--- src/rtl/rx_crc_pkg.sv ---
// Shared constants, FSM encoding and helpers for the rx CRC controller.
package rx_crc_pkg;

  localparam int unsigned BYTE_W = 8;
  localparam int unsigned CRC_W  = 32;

  localparam logic [CRC_W-1:0] CRC_INIT    = 32'hFFFF_FFFF;
  localparam logic [CRC_W-1:0] CRC_RESIDUE = 32'hC704_DD7B;

  typedef enum logic [1:0] {
    ST_IDLE  = 2'd0,
    ST_RUN   = 2'd1,
    ST_FLUSH = 2'd2,
    ST_CHECK = 2'd3
  } state_t;

  // Per-frame status flags reported alongside FRAME_DONE.
  typedef struct packed {
    logic crc_ok;
    logic len_err;
    logic abort;
  } frame_stat_t;

  // Wire-order byte to MSB-first engine order: result = {b0, b1, ..., b7}.
  function automatic logic [BYTE_W-1:0] byte_rev(input logic [BYTE_W-1:0] b);
    return {b[0], b[1], b[2], b[3], b[4], b[5], b[6], b[7]};
  endfunction

endpackage

--- src/rtl/rx_fcs_strip.sv ---
// Four-byte delay line that drops the trailing FCS and moves EOF onto the last payload byte.
module rx_fcs_strip
  import rx_crc_pkg::*;
(
  input  logic              clk,
  input  logic              rst_n,
  input  logic              push,
  input  logic              last,
  input  logic              flush,
  input  logic [BYTE_W-1:0] data,
  output logic [BYTE_W-1:0] out_data,
  output logic              out_valid,
  output logic              out_eof
);

  localparam int unsigned DEPTH = 4;
  localparam int unsigned CNT_W = 3;

  logic [DEPTH-1:0][BYTE_W-1:0] line_q;
  logic [CNT_W-1:0]             cnt_q;
  logic                         full;

  assign full = (cnt_q == CNT_W'(DEPTH));

  // Shift bytes in; once four are held, each new byte releases the oldest one.
  always_ff @(posedge clk or negedge rst_n) begin
    if (!rst_n) begin
      line_q    <= '0;
      cnt_q     <= '0;
      out_data  <= '0;
      out_valid <= 1'b0;
      out_eof   <= 1'b0;
    end else begin
      out_valid <= 1'b0;
      out_eof   <= 1'b0;
      if (push) begin
        line_q <= {line_q[DEPTH-2:0], data};
      end
      if (flush) begin
        cnt_q <= (push && !last) ? CNT_W'(1) : '0;
      end else if (push) begin
        if (full) begin
          out_valid <= 1'b1;
          out_data  <= line_q[DEPTH-1];
          out_eof   <= last;
        end
        if (last) begin
          cnt_q <= '0;
        end else if (!full) begin
          cnt_q <= cnt_q + CNT_W'(1);
        end
      end
    end
  end

endmodule

--- src/rtl/rx_crc_ctrl.sv ---
// Sequences a byte-wide CRC32 engine over one rx frame, counts its length and reports status.
// Optional feature: define RX_CRC_STRIP_EN to strip the FCS from the forwarded byte stream.
module rx_crc_ctrl
  import rx_crc_pkg::*;
#(
  parameter int unsigned MIN_LEN = 64,
  parameter int unsigned MAX_LEN = 1518,
  parameter int unsigned LEN_W   = 14
) (
  input  logic              clk,
  input  logic              rst_n,
  input  logic [BYTE_W-1:0] rx_data,
  input  logic              rx_valid,
  input  logic              rx_sof,
  input  logic              rx_eof,
  output logic              crc_load,
  output logic              crc_start,
  output logic [CRC_W-1:0]  crc_seed,
  output logic [BYTE_W-1:0] crc_data,
  input  logic [CRC_W-1:0]  crc_result,
  output logic              frame_done,
  output logic              crc_ok,
  output logic              len_err,
  output logic              abort,
  output logic              drop,
  output logic [LEN_W-1:0]  frame_len,
  output logic [BYTE_W-1:0] out_data,
  output logic              out_valid,
  output logic              out_eof
);

  state_t            state_q, state_d;
  logic [LEN_W-1:0]  len_q, len_d, len_inc;
  logic [LEN_W-1:0]  frame_len_q, frame_len_d;
  frame_stat_t       stat_q, stat_d;
  logic              done_q, done_d;
  logic              drop_q, drop_d;
  logic              in_valid_q;
  logic [BYTE_W-1:0] in_data_q;
  logic [CRC_W-1:0]  seed_q;
  logic              accept;
  logic              sof_v;

  function automatic logic len_bad(input logic [LEN_W-1:0] n);
    return (n < LEN_W'(MIN_LEN)) || (n > LEN_W'(MAX_LEN));
  endfunction

  assign sof_v   = rx_valid & rx_sof;
  assign len_inc = (&len_q) ? len_q : len_q + LEN_W'(1);

  // State register.
  always_ff @(posedge clk or negedge rst_n) begin
    if (!rst_n) begin
      state_q <= ST_IDLE;
    end else begin
      state_q <= state_d;
    end
  end

  // Next state, engine LOAD, byte acceptance and frame status.
  always_comb begin
    state_d     = state_q;
    len_d       = len_q;
    frame_len_d = frame_len_q;
    stat_d      = '0;
    done_d      = 1'b0;
    drop_d      = 1'b0;
    crc_load    = 1'b0;
    accept      = 1'b0;
    case (state_q)
      ST_IDLE: begin
        if (sof_v) begin
          crc_load = 1'b1;
          accept   = 1'b1;
          len_d    = LEN_W'(1);
          state_d  = rx_eof ? ST_FLUSH : ST_RUN;
        end
      end
      ST_RUN: begin
        if (rx_valid) begin
          accept = 1'b1;
          if (rx_sof) begin
            // Frame cut short by a new SOF: report it and restart on this byte.
            crc_load       = 1'b1;
            done_d         = 1'b1;
            stat_d.abort   = 1'b1;
            stat_d.len_err = len_bad(len_q);
            frame_len_d    = len_q;
            len_d          = LEN_W'(1);
          end else begin
            len_d = len_inc;
          end
          if (rx_eof) begin
            state_d = ST_FLUSH;
          end
        end
      end
      ST_FLUSH: begin
        drop_d  = sof_v;
        state_d = ST_CHECK;
      end
      ST_CHECK: begin
        drop_d         = sof_v;
        done_d         = 1'b1;
        stat_d.crc_ok  = (crc_result == CRC_RESIDUE) && (len_q != LEN_W'(1));
        stat_d.len_err = len_bad(len_q);
        frame_len_d    = len_q;
        state_d        = ST_IDLE;
      end
      default: state_d = ST_IDLE;
    endcase
  end

  // Input stage, length counter and registered status outputs.
  always_ff @(posedge clk or negedge rst_n) begin
    if (!rst_n) begin
      len_q       <= '0;
      frame_len_q <= '0;
      stat_q      <= '0;
      done_q      <= 1'b0;
      drop_q      <= 1'b0;
      in_valid_q  <= 1'b0;
      in_data_q   <= '0;
      seed_q      <= '0;
    end else begin
      len_q       <= len_d;
      frame_len_q <= frame_len_d;
      stat_q      <= stat_d;
      done_q      <= done_d;
      drop_q      <= drop_d;
      in_valid_q  <= accept;
      seed_q      <= CRC_INIT;
      if (accept) begin
        in_data_q <= rx_data;
      end
    end
  end

  // A START that coincides with a restart LOAD belongs to the aborted frame and is dropped.
  assign crc_start  = in_valid_q & ~crc_load;
  assign crc_data   = byte_rev(in_data_q);
  assign crc_seed   = seed_q;
  assign frame_done = done_q;
  assign crc_ok     = stat_q.crc_ok;
  assign len_err    = stat_q.len_err;
  assign abort      = stat_q.abort;
  assign drop       = drop_q;
  assign frame_len  = frame_len_q;

`ifdef RX_CRC_STRIP_EN
  logic strip_flush;

  assign strip_flush = ((state_q == ST_RUN) && sof_v) || drop_d;

  rx_fcs_strip u_strip (
    .clk       (clk),
    .rst_n     (rst_n),
    .push      (accept),
    .last      (rx_eof),
    .flush     (strip_flush),
    .data      (rx_data),
    .out_data  (out_data),
    .out_valid (out_valid),
    .out_eof   (out_eof)
  );
`else
  logic in_eof_q;

  // EOF flag of the registered input byte.
  always_ff @(posedge clk or negedge rst_n) begin
    if (!rst_n) begin
      in_eof_q <= 1'b0;
    end else begin
      in_eof_q <= accept & rx_eof;
    end
  end

  assign out_valid = in_valid_q;
  assign out_data  = in_data_q;
  assign out_eof   = in_eof_q;
`endif

endmodule

--- config.mk ---
export PLATFORM = sky130hd
export DESIGN_NAME = rx_crc_ctrl
export DESIGN_NICKNAME = d
export VERILOG_FILES = /design/src/rtl/rx_crc_pkg.sv /design/src/rtl/rx_fcs_strip.sv /design/src/rtl/rx_crc_ctrl.sv
export SDC_FILE = /design/constraint.sdc
export NUM_CORES = 1
export LEC_CHECK = 0
export CORE_AREA = 4 4 75 77
export CTS_CLUSTER_SIZE = 14
export DETAILED_ROUTE_END_ITERATION = 8
export DIE_AREA = 0 0 79 81
export DONT_BUFFER_PORTS = 1
export PLACE_DENSITY = 0.69
export SYNTH_ARGS = -nofsm -noshare
export SYNTH_HDL_FRONTEND = slang
export SYNTH_HIERARCHICAL = 1
export SYNTH_SLANG_ARGS = --single-unit
export TNS_END_PERCENT = 50
--- constraint.sdc ---
create_clock -name clk -period 5.2 [get_ports clk]
set_clock_uncertainty 0.15 [all_clocks]
set_input_delay 1.04 -clock clk [delete_from_list [all_inputs] [get_ports clk]]
set_output_delay 1.04 -clock clk [all_outputs]
set_load 0.005 [all_outputs]
# Word-level counts from Yosys, hierarchy flattened
# Index checks and enable logic that the tools add are counted.
[totals]
in_bits = 45
word_cells = 65
out_inout_bits = 71
ff_bits = 46
[op_classes]
eq_ne = 10
bitwise_logic = 4
n_mux = 26
reduce_logical = 10
order_cmp = 2
n_addsub = 1
[op_table]
columns = ["op", "count"]
rows = [
  ["14-bit 2-to-1 mux", 6],
  ["14-bit case mux with 2 select lines", 2],
  ["32-bit equality test, second input constant", 1],
  ["14-bit by 1-bit adder with 14-bit output, second input constant", 1],
  ["14-bit by 11-bit greater-than comparator with 1-bit output, second input constant", 1],
  ["14-bit by 7-bit < comparator with 1-bit output, second input constant", 1],
  ["14-bit by 1-bit != test with 1-bit output, second input constant", 1],
  ["14-bit AND reduction", 1],
  ["2-bit 2-to-1 mux", 6],
  ["2-bit != test, second input constant", 4],
  ["1-bit case mux with 2 select lines", 4],
  ["2-bit case mux with 4 select lines", 1],
  ["1-bit 2-to-1 mux", 7],
  ["3-bit AND reduction", 2],
  ["2-bit equality test, second input constant", 2],
  ["4-bit AND reduction", 1],
  ["2-bit nonzero test", 2],
  ["1-bit AND", 3],
  ["3-bit != test, second input constant", 1],
  ["2-bit by 1-bit equality test with 1-bit output, second input constant", 1],
  ["2-bit zero test", 1],
  ["2-bit OR reduction", 1],
  ["1-bit logical AND", 1],
  ["1-bit logical OR", 1],
  ["1-bit inverter", 1],
]

# Logic depth before layout (Yosys ltp)
[depth]
depth_word = 5
ltp_mapped = 8
depth_no_buf = 6

# Worst setup path before layout
# Ideal clock, no wire load.
[synth_timing]
path_kind = "input -> output"
startpoint = "input rx_sof"
endpoint = "output crc_start"
path_buffers = 0
slack_ps = 2164
cell_stages = 4
required_time_ps = 4010
arrival_ps = 1846
cell_sequence = "and2_1 -> o21ai_1 -> nor2_1 -> nor2b_1"
[synth_via]
elab_chain_cells = 5
elab_cells_between_ends = 7
cone_classes = "mux (4); bitwise (3)"
[synth_lines]
columns = ["item", "line", "rtl"]
rows = [
  ["start, declared", "rx_crc_ctrl.sv:14", "input logic rx_sof,"],
  ["1-bit 2-to-1 mux or 1-bit AND (tied branches)", "rx_crc_ctrl.sv:82, rx_crc_ctrl.sv:48", ""],
  ["1-bit 2-to-1 mux (on tied branches)", "rx_crc_ctrl.sv:80, rx_crc_ctrl.sv:72", ""],
  ["1-bit case mux with 2 select lines *", "rx_crc_ctrl.sv:70", "case (state_q)"],
  ["via crc_load", "rx_crc_ctrl.sv:16", "output logic crc_load,"],
  ["1-bit inverter *", "rx_crc_ctrl.sv:140", "assign crc_start = in_valid_q & ~crc_load;"],
  ["1-bit AND *", "rx_crc_ctrl.sv:140", ""],
  ["end, declared", "rx_crc_ctrl.sv:17", "output logic crc_start,"],
]
# The timed path passes the listed nets; every way through them passes the cells marked *.

# Final worst setup path
[layout_timing]
startpoint = "register state_q[0]"
endpoint = "output crc_start"
[layout_via]
elab_chain_cells = 4
elab_cells_between_ends = 5
cone_classes = "eq/ne (1); mux (1); bitwise (2); reduce/logical (1)"
[layout_lines]
columns = ["item", "line", "rtl"]
rows = [
  ["start, declared", "rx_crc_ctrl.sv:32", "state_t state_q, state_d;"],
  ["start signal, assigned", "rx_crc_ctrl.sv:56", "state_q <= state_d;"],
  ["2-bit by 1-bit equality test with 1-bit output or 2-bit zero test (tied branches)", "rx_crc_ctrl.sv:70", ""],
  ["1-bit case mux with 2 select lines *", "rx_crc_ctrl.sv:70", ""],
  ["via crc_load", "rx_crc_ctrl.sv:16", ""],
  ["1-bit inverter *", "rx_crc_ctrl.sv:140", ""],
  ["1-bit AND *", "rx_crc_ctrl.sv:140", ""],
]
# Marked as above.

==> qor.txt <==
DRT iter0 DRCs - 201
Initial antenna violation count - 0
Avg Synthesized Cell Area - 10.73 um^2
Vias - 1713
DR pass1 iterations - 4
Setup Buffers After CTS - 0
Congestion Overflow GR - 0
TritonCTS buffer count - 5
Commonest non-fill, non-tap cell in the layout - dfrtp_1
Cells after DPL - 272
Pre-CTS setup slack - 1.965 ns
Antenna-violating nets left - 0
Nets - 260
Final Hold Viols - 0
# IOs - 116
Unique cell type count in the Yosys netlist - 56
FMAX - 0.3000 GHz
Worst min-delay path class - input pin to asynchronous set/reset pin
Placer Congestion - 0.9583
Overall routing resource usage - 16.23%
Final wirelength - 4948 um
Tmin final - 3.333 ns
Share of flip-flops with an asynchronous set or reset - 100.0%
Worst setup SP type - flop
Ant diodes - 0
Initial Util - 53.10%
Worst Setup Slack, final - 1.867 ns
Die footprint - 0.006399 mm^2
Area Overhead vs Synth - -5.315%
Most frequent cells in the layout - 46 x dfrtp_1, 22 x mux2_2, 12 x nand2_1, 12 x nor2_1, 9 x o21ai_0
Mapped Cells - 248
Seq/Total Area, Yosys - 43.27%
Setup_tns - 0 ns
Pwr/cell area - 409.3 mW/mm^2
Max clock buf depth - 2
CTS Hold Bufs - 0
CP Capture Type - output port
DRC violations left - 0
Synth Net Count - 299
Cell Count, Final, Fillers Out - 280
CTS tree - built
Final Setup Violations - 0
Yosys warning count - 6
Fraction of layout cells with a size suffix above 1 - 23.81%
Crit-path max FO - 8
Core Area - 0.005010 mm^2
Drt via density - 6.118
Global-route wire length before repair - 8142 um
Clock H-tree levels - 2
LEAKAGE - 0.001128 uW
Outcome - finished clean
Detailed Place HPWL - 3627 um
Avg WL per Cell - 17.67 um
Worst EP required - 4.01 ns
Die X - 79 um
Worst Tran Pin Value - 0.5718 ns
Critical-path cell list - inv_1 > ha_1 > and2_1 > o21ai_1 > nor2_1 > nor2b_1
Std cell rows - 26
CTS clock-pin slew for the worst setup and hold paths - 0.09 ns
PortBufs - 0
Worst EP arrival - 2.14 ns
Unrepaired setup endpoints after global routing - no
Max VDD drop - 0.2840 mV
Max-slew violation count - 0
Vias in the first global route - 1611
Synthesized flop and latch total - 46
Number of fillers in the final layout - 488
Worst Setup Path Type - flop to output port
CTS Root Cell - clkbuf_8
Multi-input logic area - 0.001136 mm^2
Max Cap Viol - 0
Largest net degree at the start of global routing - 47
Post-synth EDFFs - 0
Slew HR - 61.59%
Final worst path period share - 64.10%
Cts repair resizes - 0
Primary FF master, synth - dfrtp_1
R2r setup slk - 2.78 ns
Slowest CP cell - o21ai_1
Height of the chip - 81 um
FF+latch area - 0.001151 mm^2
Clk_lat worst skew - 0.30 ns
Crit path largest cell delay - 0.48 ns
Syn Std Cell Area - 0.002660 mm^2
Clock sinks - 46
-- power by group --
| part | internal [uW] | switching (uW) |
|---|---|---|
| logic | 135 | 156 |
| registers | 430 | 80.1 |
| clock network | 109 | 121 |
-- critical path: cells and delay by family, from the launching register on --
family	cells	cell delay [ns]
AOI/OAI and AO/OA	1	0.48
adders and majority gates	1	0.29
buffers and inverters	1	0.08
DFF	1	0.40
and+or+nand+nor	3	0.58
-- synthesized netlist by cell type (2+ instances only) --
cell / n / area, um^2
nand2b_1: 2 / 12.51
o22a_2: 3 / 30.03
dfrtp_1: 46 / 1151
nor4_4: 2 / 42.54
a31oi_1: 2 / 12.51
mux2_2: 22 / 247.7
buf_4: 40 / 300.3
and2_1: 4 / 25.02
ha_1: 6 / 75.07
o41ai_1: 2 / 17.52
nand4_1: 4 / 25.02
nor3_1: 2 / 10.01
and4_1: 2 / 17.52
o21ai_0: 9 / 45.04
a21oi_1: 6 / 30.03
nor2b_1: 4 / 25.02
clkbuf_1: 2 / 7.510
a41oi_1: 2 / 17.52
nand4b_1: 2 / 17.52
mux2i_1: 2 / 20.02
buf_2: 4 / 20.02
or4_1: 2 / 15.01
nand2_1: 12 / 45.04
nand3_1: 3 / 15.01
o31ai_1: 5 / 37.54
nand3b_1: 3 / 22.52
nor3b_1: 2 / 15.01
nor4_1: 7 / 43.79
nor2_1: 12 / 45.04
inv_1: 8 / 30.03
-- logic make-up (layout without fill, tap and decap cells) --
logic type	Yosys count	in the layout	synth area share [%]
simple gates	74	74	18.58
fa+ha+maj	6	6	2.822
buf+inv	56	18	14.02
flops	46	46	43.27
other cells	1	1	0.1410
compound gates	41	41	11.10
mux	24	24	10.07
-- final cells by class --
type                            count  area share [%]
Multi-Input combinational cell    146           45.11
Tap cell                           70           3.477
Sequential cell                    46           45.70
Timing Repair Buffer                2          0.5961
Inverter                            8           1.192
Clock buffer                        6           3.279
Clock inverter                      2          0.6458
-- worst paths after layout --
kind / cells after the start / endpoint / from
min in group clk: 1 / frame_len[6]$_DFFE_PN0P_ / frame_len[6]$_DFFE_PN0P_
worst max register to register: 6 / len_q[7]$_DFFE_PN0P_ / state_q[1]$_DFFE_PN0P_
max in group asynchronous: 0 / len_q[12]$_DFFE_PN0P_ / rst_n
worst min register to register: 1 / frame_len[6]$_DFFE_PN0P_ / frame_len[6]$_DFFE_PN0P_
worst min-delay path: 0 / frame_len[3]$_DFFE_PN0P_ / rst_n
worst max-delay path: 6 / crc_start / state_q[0]$_DFFE_PN0P_
-- stage by stage --
step	total power (uW)	hold WS [ns]	util, %	area (um^2)
6_report	1031	0.2747	50.27	2519
5_1_grt	1113	0.2448	50.27	2519
4_1_cts	1047	0.2595	50.27	2519
3_5_place_dp	812.9	0.3775	48.30	2420
3_3_place_gp	801.3	0.3728	48.30	2420
2_1_floorplan	798.8	0.3542	-	2660
-- layer usage --
metal | part of all wire, % | track usage (%) | routed length [um]
met4 | 1.1 | 4.124 | 53
met2 | 47 | 25.34 | 2342
met5 | 0 | 0 | 0
met3 | 9.0 | 6.319 | 443
met1 | 43 | 21.27 | 2108
-- registers in the layout, summed over array words and instances, names as in the netlist --
name	count
frame_len	14
len_q	14
out_data	8
state_q	2
abort	1
crc_ok	1
crc_seed	1
drop	1
frame_done	1
len_err	1
out_eof	1
out_valid	1
Note: power is estimated with default switching activity, not from simulation.
